[src/rtl/vga_timing_pkg.sv]
// Shared 640x480@60 raster timing constants and coordinate type.
// Used by the sync generator, pixel generators and later display blocks.
package vga_timing_pkg;

    localparam int unsigned CLK_DIV_DEFAULT = 2;
    localparam int unsigned DIV_W           = 4;

    localparam int unsigned H_DISPLAY = 640;
    localparam int unsigned H_FRONT   = 16;
    localparam int unsigned H_SYNC    = 96;
    localparam int unsigned H_BACK    = 48;
    localparam int unsigned H_TOTAL   = H_DISPLAY + H_FRONT + H_SYNC + H_BACK;

    localparam int unsigned V_DISPLAY = 480;
    localparam int unsigned V_FRONT   = 10;
    localparam int unsigned V_SYNC    = 2;
    localparam int unsigned V_BACK    = 33;
    localparam int unsigned V_TOTAL   = V_DISPLAY + V_FRONT + V_SYNC + V_BACK;

    localparam int unsigned COORD_W = 10;
    typedef logic [COORD_W-1:0] coord_t;

    // True when pos lies in [lo, lo+len).
    function automatic logic in_window(coord_t pos, int unsigned lo, int unsigned len);
        return (32'(pos) >= lo) && (32'(pos) < lo + len);
    endfunction

endpackage

[src/rtl/pixel_tick_divider.sv]
// Integer clock divider: advance is high for one clk out of every CLK_DIV.
// Supports CLK_DIV in 1..16; CLK_DIV=1 keeps advance permanently high.
module pixel_tick_divider
    import vga_timing_pkg::*;
#(
    parameter int unsigned CLK_DIV = CLK_DIV_DEFAULT
) (
    input  logic clk,
    input  logic reset,
    output logic advance
);

    localparam logic [DIV_W-1:0] DIV_LAST = DIV_W'(CLK_DIV - 1);
    localparam logic [DIV_W-1:0] DIV_ONE  = DIV_W'(1);

    logic [DIV_W-1:0] div_cnt;

    assign advance = (div_cnt == DIV_LAST);

    always_ff @(posedge clk or posedge reset) begin
        if (reset) begin
            div_cnt <= '0;
        end else if (advance) begin
            div_cnt <= '0;
        end else begin
            div_cnt <= div_cnt + DIV_ONE;
        end
    end

endmodule

[src/rtl/vga_sync_generator.sv]
// Raster timing source: walks the H_TOTAL x V_TOTAL raster at the divided pixel rate and
// registers coordinates, blanking and active-low syncs together so they stay aligned.
module vga_sync_generator
    import vga_timing_pkg::*;
#(
    parameter int unsigned CLK_DIV   = CLK_DIV_DEFAULT,
    parameter int unsigned H_DISPLAY = vga_timing_pkg::H_DISPLAY,
    parameter int unsigned H_FRONT   = vga_timing_pkg::H_FRONT,
    parameter int unsigned H_SYNC    = vga_timing_pkg::H_SYNC,
    parameter int unsigned H_BACK    = vga_timing_pkg::H_BACK,
    parameter int unsigned V_DISPLAY = vga_timing_pkg::V_DISPLAY,
    parameter int unsigned V_FRONT   = vga_timing_pkg::V_FRONT,
    parameter int unsigned V_SYNC    = vga_timing_pkg::V_SYNC,
    parameter int unsigned V_BACK    = vga_timing_pkg::V_BACK
) (
    input  logic   clk,
    input  logic   reset,
    output logic   HSYNC,
    output logic   VSYNC,
    output logic   Video_On,
    output coord_t X_PIX,
    output coord_t Y_PIX,
    output logic   Pixel_Tick,
    output logic   Frame_Start
);

    localparam int unsigned H_PERIOD = H_DISPLAY + H_FRONT + H_SYNC + H_BACK;
    localparam int unsigned V_PERIOD = V_DISPLAY + V_FRONT + V_SYNC + V_BACK;
    localparam coord_t      H_LAST   = coord_t'(H_PERIOD - 1);
    localparam coord_t      V_LAST   = coord_t'(V_PERIOD - 1);
    localparam coord_t      ONE      = coord_t'(1);

    logic   advance;
    coord_t h_cnt, v_cnt;
    coord_t h_nxt, v_nxt;

    pixel_tick_divider #(
        .CLK_DIV (CLK_DIV)
    ) u_divider (
        .clk     (clk),
        .reset   (reset),
        .advance (advance)
    );

    always_comb begin
        h_nxt = h_cnt + ONE;
        v_nxt = v_cnt;
        if (h_cnt == H_LAST) begin
            h_nxt = '0;
            v_nxt = (v_cnt == V_LAST) ? '0 : v_cnt + ONE;
        end
    end

    // Counters start at the last raster position so the first advance lands on (0,0).
    always_ff @(posedge clk or posedge reset) begin
        if (reset) begin
            h_cnt       <= H_LAST;
            v_cnt       <= V_LAST;
            X_PIX       <= '0;
            Y_PIX       <= '0;
            Video_On    <= 1'b0;
            HSYNC       <= 1'b1;
            VSYNC       <= 1'b1;
            Pixel_Tick  <= 1'b0;
            Frame_Start <= 1'b0;
        end else if (advance) begin
            h_cnt       <= h_nxt;
            v_cnt       <= v_nxt;
            X_PIX       <= h_nxt;
            Y_PIX       <= v_nxt;
            Video_On    <= (32'(h_nxt) < H_DISPLAY) && (32'(v_nxt) < V_DISPLAY);
            HSYNC       <= !in_window(h_nxt, H_DISPLAY + H_FRONT, H_SYNC);
            VSYNC       <= !in_window(v_nxt, V_DISPLAY + V_FRONT, V_SYNC);
            Pixel_Tick  <= 1'b1;
            Frame_Start <= (h_nxt == '0) && (v_nxt == '0);
        end else begin
            Pixel_Tick  <= 1'b0;
            Frame_Start <= 1'b0;
        end
    end

endmodule
[config.mk]
export PLATFORM = sky130hd
export DESIGN_NAME = vga_sync_generator
export DESIGN_NICKNAME = d
export VERILOG_FILES = /design/src/rtl/vga_timing_pkg.sv /design/src/rtl/pixel_tick_divider.sv /design/src/rtl/vga_sync_generator.sv
export SDC_FILE = /design/constraint.sdc
export NUM_CORES = 1
export LEC_CHECK = 0
export ABC_AREA = 1
export ABC_CLOCK_PERIOD_IN_PS = 3000
export CAP_MARGIN = 20
export CORE_MARGIN = 1.5
export CORE_UTILIZATION = 60
export CTS_BUF_LIST = sky130_fd_sc_hd__clkbuf_16
export DETAILED_ROUTE_END_ITERATION = 6
export PLACE_DENSITY = 0.86
export SETUP_SLACK_MARGIN = 0.4
export SLEW_MARGIN = 20
export SYNTH_ARGS = -nofsm -noshare
export SYNTH_HDL_FRONTEND = slang
export SYNTH_SLANG_ARGS = --single-unit
[constraint.sdc]
create_clock -name clk -period 3 [get_ports clk]
set_clock_uncertainty 0.1 [all_clocks]
set_input_delay 0.6 -clock clk [delete_from_list [all_inputs] [get_ports clk]]
set_output_delay 0.6 -clock clk [all_outputs]
set_load 0.01 [all_outputs]
Word-level counts from Yosys, hierarchy flattened
Cells that the tools add are included.

word-level totals
  bits in registers = 49
  bits of input ports = 2
  output and inout bits = 25
  logic and storage cells = 36

operators by class
  add/subtract/negate cells = 3
  $lt $le $gt $ge = 6
  equal/unequal tests = 3
  muxes and demuxes = 6
  reduce and logical (&&, ||, !) cells = 8

operator list
  cell                   count
  $mux 10                3
  $add 10x1->10 const B  2
  $eq 10x10->1 const B   2
  $logic_not 10->1       2
  $lt 10x10->1 const B   2
  $lt 10x9->1 const B    2
  $ge 10x10->1 const B   1
  $ge 10x9->1 const B    1
  $add 4x1->4 const B    1
  $eq 4x1->1 const B     1
  $logic_and 1x1->1      4
  $mux 4                 1
  $logic_not 1->1        2
  $mux 1                 2

Logic depth before layout (Yosys ltp)
Gate-level depths: netlist of the first run.

  word-level depth = 6
  gate-level depth with buffers = 12
  gate-level depth less buffers = 12

Modules after synthesis
From an unflattened synthesis of the first run, not the netlist that was laid out.

unflattened totals
  cell total of the unflattened synthesis = 314
  area total of the unflattened synthesis = 2275.9 µm²

by module, submodules not included
  module              instances  cells each  area each (µm²)  sequential area each (µm²)
  vga_sync_generator  1          292         2097.0           890.9
  pixel_tick_divider  1          22          178.9            100.1

Worst setup path after synthesis of the first run
No wires, ideal clock.

  path kind = register to register
  start = register h_cnt[0]
  end = register Video_On
  setup time = 0.121 ns
  arrival time = 1.678 ns
  required time = 2.779 ns
  slack = 1.101 ns
  cell stages (with the launch flop) = 10
  path buffers = 1
  period minus slack after synthesis = 1.899 ns
  cell sequence = dfstp_2 ha_1 nand4_4 nor2_4 buf_6 nand3_2 o21ai_2 nand2_2 nor2_2 o21ai_1

on the way
  cells in the longest elaborated chain, start to end = 4
  elaborated cells between the ends (all ways) = 7
  those cells by class = add/sub: 1; order compare: 2; eq/ne: 1; mux: 2; reduce/logical: 1

ends and longest elaborated chain
  element                                               line                                                text
  from (decl)                                           vga_sync_generator.sv:34                            coord_t h_cnt, v_cnt;
  from (signal assigned)                                vga_sync_generator.sv:67                            h_cnt <= h_nxt;
  $add 10x1->10 / $eq 10x10->1 (equally long branches)  vga_sync_generator.sv:46, vga_sync_generator.sv:48
  $mux 10                                               vga_sync_generator.sv:48                            if (h_cnt == H_LAST) begin
  $lt 10x10->1 / $lt 10x9->1 (equally long branches)    vga_sync_generator.sv:71                            Video_On <= (32'(h_nxt) < H_DISPLAY) && (32'(v_nxt) < V_DISPLAY);
  $logic_and 1x1->1 (*)                                 vga_sync_generator.sv:71
  to (signal assigned)                                  vga_sync_generator.sv:71
  to (decl)                                             vga_sync_generator.sv:20                            output logic Video_On,

Every way passes the cells marked *; elsewhere a longest branch is shown, timed or not.
A chain may end at the register's enable or synchronous reset.

Worst setup path in the final report of the first run
  start = register h_cnt[0]
  end = register Frame_Start

on the way
  cells in the longest elaborated chain, start to end = 5
  elaborated cells between the ends (all ways) = 8
  those cells by class = add/sub: 1; eq/ne: 1; mux: 3; reduce/logical: 3

ends and longest elaborated chain
  element                                               line                                                text
  $add 10x1->10 / $eq 10x10->1 (equally long branches)  vga_sync_generator.sv:46, vga_sync_generator.sv:48
  $mux 10                                               vga_sync_generator.sv:48
  $logic_not 10->1                                      vga_sync_generator.sv:75                            Frame_Start <= (h_nxt == '0) && (v_nxt == '0);
  $logic_and 1x1->1 (*)                                 vga_sync_generator.sv:75
  $mux 1 (*)                                            vga_sync_generator.sv:66                            end else if (advance) begin
  to (signal assigned)                                  vga_sync_generator.sv:75
  to (decl)                                             vga_sync_generator.sv:24                            output logic Frame_Start

Marks and branches as above.

==> out/metrics.yaml, run 1 <==
critical_path:
  max_stage_delay_ns: 0.56
  crit_path_top_delay_cell: "dfstp_2"
  crit_path_frequent_cell: "nand2_1"
  cp_num_buf_inv: 0
  cp-start-kind: "register"
  crit_type: "reg -> reg"
  critPathTopFamily: "simple AND/OR/NAND/NOR gates"
  required_ns: 3.12
  critPathMaxFanout: 14
  arrival_ns: 2.34
  endpoint_kind: "register"
  path_cells: "ha_1 -> nand4_4 -> nor2_4 -> nand2_1 -> xor2_1 -> nand2_1 -> nor2_2 -> nand2_1 -> nor2_1"
logic_synthesis:
  synth_ff_type: "dfrtp_1"
  yosysUniqueCellTypes: 35
  ys_ff_latch: 39
  synth.net_count: 312
  async_flop_share_pct: 100
  syn_area_mm2: 0.00235
  synth_cells: 306
  yosysWarningCount: 0
  seq_area_frac_synth_pct: 42.2
  synth_edf_count: 0
  avgSynthCellArea_um2: 7.67
clock_network:
  cts_setup_buffers: 0
  cts_root_buf: "clkbuf_16"
  cts_tree: "done"
  clock-sinks: 39
  cts-buffers-inserted: 5
  cts_buffer_depth: 2
  cts.htree.levels: 2
  insertion_delay_ns: 0.28
  ctsHoldBuffers: 0
  clk_pin_slew_worst_paths_ns: 0.06
  cts.repair.resized: 0
placement:
  placedCellCount: 364
  hpwl_mm: 3.35
  portBuffers: 26
  gp_congestion: 0.937
power:
  power.leakage_nw: 1.27
  max-vdd-ir-drop_mv: 0.365
  p_per_area_mw_per_mm2: 391
floorplanning:
  dieArea_mm2: 0.00429
  io_pins: 27
  core_mm2: 0.00372
  die_w_um: 65.5
  fp.dieH_um: 65.5
  start_util_pct: 63.1
  num_rows: 22
sta:
  max_slew_margin_pct: 58.4
  rsz0062_at_grt: "no"
  min_period_over_period_pct: 74.1
  final_max_slew_viol_count: 0
  post-route-min-period_ns: 2.22
  hold_viol: 0
  fin_setup_tns_ns: 0
  max_slew.worst_pin.slew_ns: 0.624
  fmax_mhz: 450
  setup_violations: 0
route:
  vias_per_cell: 5.40
  vias: 2010
  first_pass_iters: 5
  wl_mm: 4.85
  drc: 0
  wire_per_inst_um: 13.0
  drtIter0Drc: 166
  ant_nets: 0
min_path:
  hold_class: "reg -> reg"
grt:
  grt_pass1_wl_mm: 8.44
  grt-ovfl-total: 0
  antenna_found_initial: 0
  grt_pass1_vias: 1937
  grt_use_total_pct: 25.7
  grt_max_degree: 40
final_layout:
  final_cells: 372
  area_growth_pct: 15.3
  antennaDiodeCount: 0
  nFillCells: 307
  layout_common_cells: "89 x nand2_1, 34 x inv_1, 30 x nor2_1, 27 x dfrtp_1, 26 x clkdlybuf4s50_1"
  layout_commonest_cell: "nand2_1"
  num-nets-final: 329
  multi_input_area_mm2: 0.00109
  drive_above_1_share_pct: 14.2
  regArea_um2: 991
outcome:
  status: "complete, no violations"
job:
  cap_violations: 0
final timing paths:
path / cells after the start / from / to / slack (ns)
max in group asynchronous: 3 / reset / VSYNC / 1.82
setup / recovery: 9 / h_cnt[0] / Frame_Start / 0.78
min in group asynchronous: 3 / reset / Y_PIX[4] / 0.62
setup reg to reg: 9 / h_cnt[0] / Frame_Start / 0.78
hold reg to reg: 2 / X_PIX[2] / X_PIX[2] / 0.38
hold / removal: 2 / X_PIX[2] / X_PIX[2] / 0.38
stage by stage:
step / util (%) / total power, mW / cell area [um^2] / setup slack, ns / hold slack (ns)
floorplan: - / 0.543 / 2350 / 1.10 / 0.343
global placement: 68.9 / 0.548 / 2560 / 0.870 / 0.365
detailed placement: 68.9 / 0.549 / 2560 / 0.793 / 0.365
CTS: 72.8 / 1.06 / 2710 / 0.780 / 0.387
global route: 72.8 / 1.08 / 2710 / 0.537 / 0.404
finish: 72.8 / 1.06 / 2710 / 0.776 / 0.377
tightest hold or removal path, stage by stage, from the launching register on:
cell and delay [ns]:
dfrtp_1 0.34, nand2_1 0.05, nand2_1 0.06
logic make-up after synthesis:
group | count (synthesis) | share of synthesized area, %
fa+ha+maj | 4 | 2.13
compound gates | 31 | 7.68
simple gates | 172 | 34.6
xor+xnor | 6 | 2.24
buf+inv | 54 | 11.1
flops | 39 | 42.2
registers in the layout, summed over array words and instances, names as in the netlist:
signal / count
h_cnt: 7
Video_On: 1
Frame_Start: 1
Pixel_Tick: 1
v_cnt: 3
VSYNC: 1
Y_PIX: 10
X_PIX: 10
HSYNC: 1
u_divider.div_cnt: 4
power breakdown:
part | total (mW) | internal, mW | switching, mW
registers | 0.527 | 0.527 | 0
logic | 0.0118 | 0.00208 | 0.00968
clock network | 0.520 | 0.306 | 0.214
total | 1.06 | 0.835 | 0.224
synth_stat cells (2+ instances only):
| cell | instances | area share (%) |
|---|---|---|
| nor2_4 | 3 | 1.4 |
| nand4_1 | 7 | 1.9 |
| inv_1 | 34 | 5.4 |
| ha_1 | 4 | 2.1 |
| dfrtp_1 | 27 | 29 |
| nor2_2 | 3 | 0.80 |
| buf_2 | 3 | 0.64 |
| buf_4 | 10 | 3.2 |
| nand2_1 | 89 | 14 |
| o21bai_1 | 3 | 0.96 |
| a21oi_2 | 2 | 0.75 |
| o21ai_0 | 19 | 4.1 |
| clkbuf_1 | 3 | 0.48 |
| dfstp_2 | 12 | 13 |
| nand3_1 | 22 | 4.7 |
| nand3_2 | 6 | 2.6 |
| a21oi_1 | 2 | 0.43 |
| nor2_1 | 30 | 4.8 |
| nand2_2 | 5 | 1.3 |
| buf_6 | 2 | 0.96 |
| nor3_1 | 2 | 0.43 |
| xor2_1 | 5 | 1.9 |
layer usage:
metal	up-vias	share of wire [%]	track usage, %
met5	-	0	0
met2	68	48	42.5
met3	12	6.6	6.51
li1	998	-	-
met1	932	43	31.9
met4	0	2.2	11.5
layout make-up:
type,count,area share (%)
flip-flops and latches,39,36.6
multi-input cells,213,40.5
well taps,48,2.22
clock buffers,5,4.63
inverters,35,4.86
repair buffers,29,10.5
clock inverters,3,0.740
Note: power is estimated with default switching activity, not from simulation.
==> inputs of run 2 (changes only) <==
--- a/config.mk
+++ b/config.mk
@@ -6,13 +6,13 @@
 export NUM_CORES = 1
 export LEC_CHECK = 0
 export ABC_AREA = 1
-export ABC_CLOCK_PERIOD_IN_PS = 3000
+export ABC_CLOCK_PERIOD_IN_PS = 2200
 export CAP_MARGIN = 20
 export CORE_MARGIN = 1.5
-export CORE_UTILIZATION = 60
+export CORE_UTILIZATION = 56
 export CTS_BUF_LIST = sky130_fd_sc_hd__clkbuf_16
 export DETAILED_ROUTE_END_ITERATION = 6
-export PLACE_DENSITY = 0.86
+export PLACE_DENSITY = 0.81
 export SETUP_SLACK_MARGIN = 0.4
 export SLEW_MARGIN = 20
 export SYNTH_ARGS = -nofsm -noshare
==> constraint.sdc (replaced) <==
create_clock -name clk -period 2.2 [get_ports clk]
set_clock_uncertainty 0.1 [all_clocks]
set_input_delay 0.44 -clock clk [delete_from_list [all_inputs] [get_ports clk]]
set_output_delay 0.44 -clock clk [all_outputs]
set_load 0.01 [all_outputs]
==> run 2 against run 1 <==
Clock-buffer cell count unchanged. Global-route usage up 2.6 points. Via count up 15%.
==> out/metrics.yaml, run 2 (synthesized netlist as in run 1, its figures left out) <==
outcome:
  status: "complete, no violations"
final_layout:
  fin_area_mm2: 0.00320  # +18%
  num-nets-final: 362  # +10%
  antennaDiodeCount: 0  # unchanged
  layout_commonest_cell: "nand2_1"
  nFillCells: 244  # -21%
  top_regs: "X_PIX: 10 flops, Y_PIX: 10 flops, h_cnt: 7 flops"
  drive_above_1_share_pct: 32.2  # +18 points
  layout_common_cells: "80 x nand2_1, 33 x inv_1, 31 x buf_4, 24 x dfrtp_1, 21 x nor2_1"
  final_cells: 407  # +9.4%
  area_growth_pct: 36.3
clock_network:
  cts_root_buf: "clkbuf_16"
  cts_tree: "done"
  cts_buffer_depth: 2  # unchanged
  ctsHoldBuffers: 0  # unchanged
  clk_pin_slew_worst_paths_ns: 0.06  # about the same
  insertion_delay_ns: 0.29  # about the same
  cts-buffers-inserted: 5  # unchanged
  clock-sinks: 39  # unchanged
  cts.htree.levels: 2  # unchanged
critical_path:
  arrival_ns: 2.06  # -0.28 ns
  endpoint_kind: "register"
  critPathTopFamily: "simple AND/OR/NAND/NOR gates"
  cp_num_buf_inv: 2  # +2
  crit_type: "reg -> reg"
  crit_path_top_delay_cell: "dfstp_2"
  cp-start-kind: "register"
  required_ns: 2.28  # -0.84 ns
  max_stage_delay_ns: 0.56  # about the same
  critPathMaxFanout: 4  # -10
  path_cells: "ha_4 -> nand4_4 -> nor2_4 -> buf_4 -> nand3_2 -> nand2_2 -> nand3_2 -> nand2_1 -> inv_1 -> nand2_1 -> nor2_1"
placement:
  gp_congestion: 0.906  # -3.2%
  placedCellCount: 368  # +1.1%
  dpl_cell_area_mm2: 0.00259  # +1.2%
  hpwl_mm: 3.58  # +6.7%
  portBuffers: 26  # unchanged
sta:
  fmax_mhz: 505  # +12%
  holdWs_ns: 0.390  # +0.0126 ns
  hold_viol: 0  # unchanged
  setup_violations: 0  # unchanged
  min_period_over_period_pct: 90.0  # +16 points
  max_slew.worst_pin.slew_ns: 0.481  # -0.143 ns
  post-route-min-period_ns: 1.98  # -0.244 ns
  fin_setup_tns_ns: 0  # unchanged
  max_slew_margin_pct: 67.7  # +9.3 points
  final_max_slew_viol_count: 0  # unchanged
  rsz0062_at_grt: "yes"
min_path:
  hold_class: "reg -> reg"
grt:
  grt_pass1_vias: 2119  # +9.4%
  grt_pass1_wl_mm: 9.49  # +12%
  grt_use_total_pct: 28.3  # +2.6 points
  grt_max_degree: 40  # unchanged
  antenna_found_initial: 0  # unchanged
  grt-ovfl-total: 0  # unchanged
power:
  p_per_area_mw_per_mm2: 484  # +24%
  intPower_mw: 1.25  # +50%
  pwr-share-clk_pct: 52.4  # +3.3 points
  p_sw_mw: 0.294  # +32%
  power.leakage_nw: 1.56  # +22%
  combinationalPowerShare_pct: 1.1  # about the same
  seqPwrFrac_pct: 46.5  # -3.3 points
  swShare_pct: 19.0  # -2.1 points
  total_power_mw: 1.55  # +46%
  max-vdd-ir-drop_mv: 0.489  # +34%
route:
  ant_nets: 0  # unchanged
  vias: 2312  # +15%
  vias_per_cell: 5.68  # +5.1%
  first_pass_iters: 5  # unchanged
  wire_per_inst_um: 16.5  # +27%
  drtIter0Drc: 270  # +63%
  drc: 0  # unchanged
  wl_mm: 6.72  # +39%
floorplanning:
  dieArea_mm2: 0.00459  # +6.8%
  io_pins: 27  # unchanged
  start_util_pct: 58.6  # -4.5 points
  die_w_um: 67.7  # +3.3%
  num_rows: 23  # +4.5%
  fp.dieH_um: 67.7  # +3.3%
  core_mm2: 0.00400  # +7.6%
job:
  cap_violations: 0  # unchanged
==> run 2: cell count changes in the layout (fill, tap and decap cells not counted), sizes merged <==
cell	change
dlygate4sd2	+4
clkdlybuf4s50	-7
clkinvlp	-1
buf	+33
clkinv	-2
bufinv	+1
inv	+2
dlymetal6s2s	+3
==> run 2: worst register-to-register path, stage by stage, from the launching register on <==
cell,delay [ns]
dfstp_2,0.56
ha_4,0.18
nand4_4,0.15
nor2_4,0.19
buf_4,0.15
nand3_2,0.06
nand2_2,0.14
nand3_2,0.10
nand2_1,0.11
inv_1,0.05
nand2_1,0.05
nor2_1,0.04
==> run 2: repair_timing <==
item,CTS,global route
endpoints found under the setup margin,27,28
resized for setup,26,43
pin swaps,14,19
setup buffers,19,12
==> run 2: per-stage QoR <==
stage / worst slack [ns] / util (%)
after floorplan: 0.404 / -
after global placement: 0.178 / 64.7
after detailed placement: 0.0684 / 64.7
after CTS: 0.285 / 74.0
after global routing: 0.0804 / 79.9
final: 0.220 / 79.9
==> run 2: final cells by class <==
class | count | area [um^2] | share of cell area [%]
well taps | 50 | 62.6 | 1.96
repair buffers | 62 | 552 | 17.3
multi-input cells | 213 | 1290 | 40.4
flip-flops and latches | 39 | 995 | 31.1
clock inverters | 3 | 41.3 | 1.29
inverters | 35 | 131 | 4.11
clock buffers | 5 | 125 | 3.91
==> run 2: routing by layer <==
layer,up-vias,wire (um),GRT usage (%)
met4,0,323,14.3
met3,41,525,5.67
met5,-,0,0
met1,1060,2660,35.1
met2,142,3210,46.7
li1,1069,-,-
==> run 2: path summary, 6_finish.rpt <==
path | slack (ns) | cells past startpoint | to | start
max in group asynchronous | 1.15 | 3 | X_PIX[5] | reset
min in group asynchronous | 0.48 | 3 | X_PIX[8] | reset
min | 0.39 | 2 | X_PIX[2] | X_PIX[2]
max | 0.22 | 11 | Frame_Start | h_cnt[0]
min reg2reg | 0.39 | 2 | X_PIX[2] | X_PIX[2]
max reg2reg | 0.22 | 11 | Frame_Start | h_cnt[0]
==> run 2: power by group through the flow <==
stage / Combinational (mW) / Sequential (mW) / Clock [mW]
3_3_place_gp: 0.0175 / 0.731 / 0
5_1_grt: 0.0195 / 0.718 / 0.845
2_1_floorplan: 0.0104 / 0.731 / 0
6_report: 0.0164 / 0.719 / 0.811
3_5_place_dp: 0.0180 / 0.731 / 0
4_1_cts: 0.0178 / 0.719 / 0.825
==> inputs of run 3 (changes only) <==
--- a/config.mk
+++ b/config.mk
@@ -12,6 +12,7 @@
 export CORE_UTILIZATION = 56
 export CTS_BUF_LIST = sky130_fd_sc_hd__clkbuf_16
 export DETAILED_ROUTE_END_ITERATION = 6
+export HOLD_SLACK_MARGIN = 0.1
 export PLACE_DENSITY = 0.81
 export SETUP_SLACK_MARGIN = 0.4
 export SLEW_MARGIN = 20
==> results of run 3 <==
No change in the layout: final DEF, timing and power equal those of run 2.
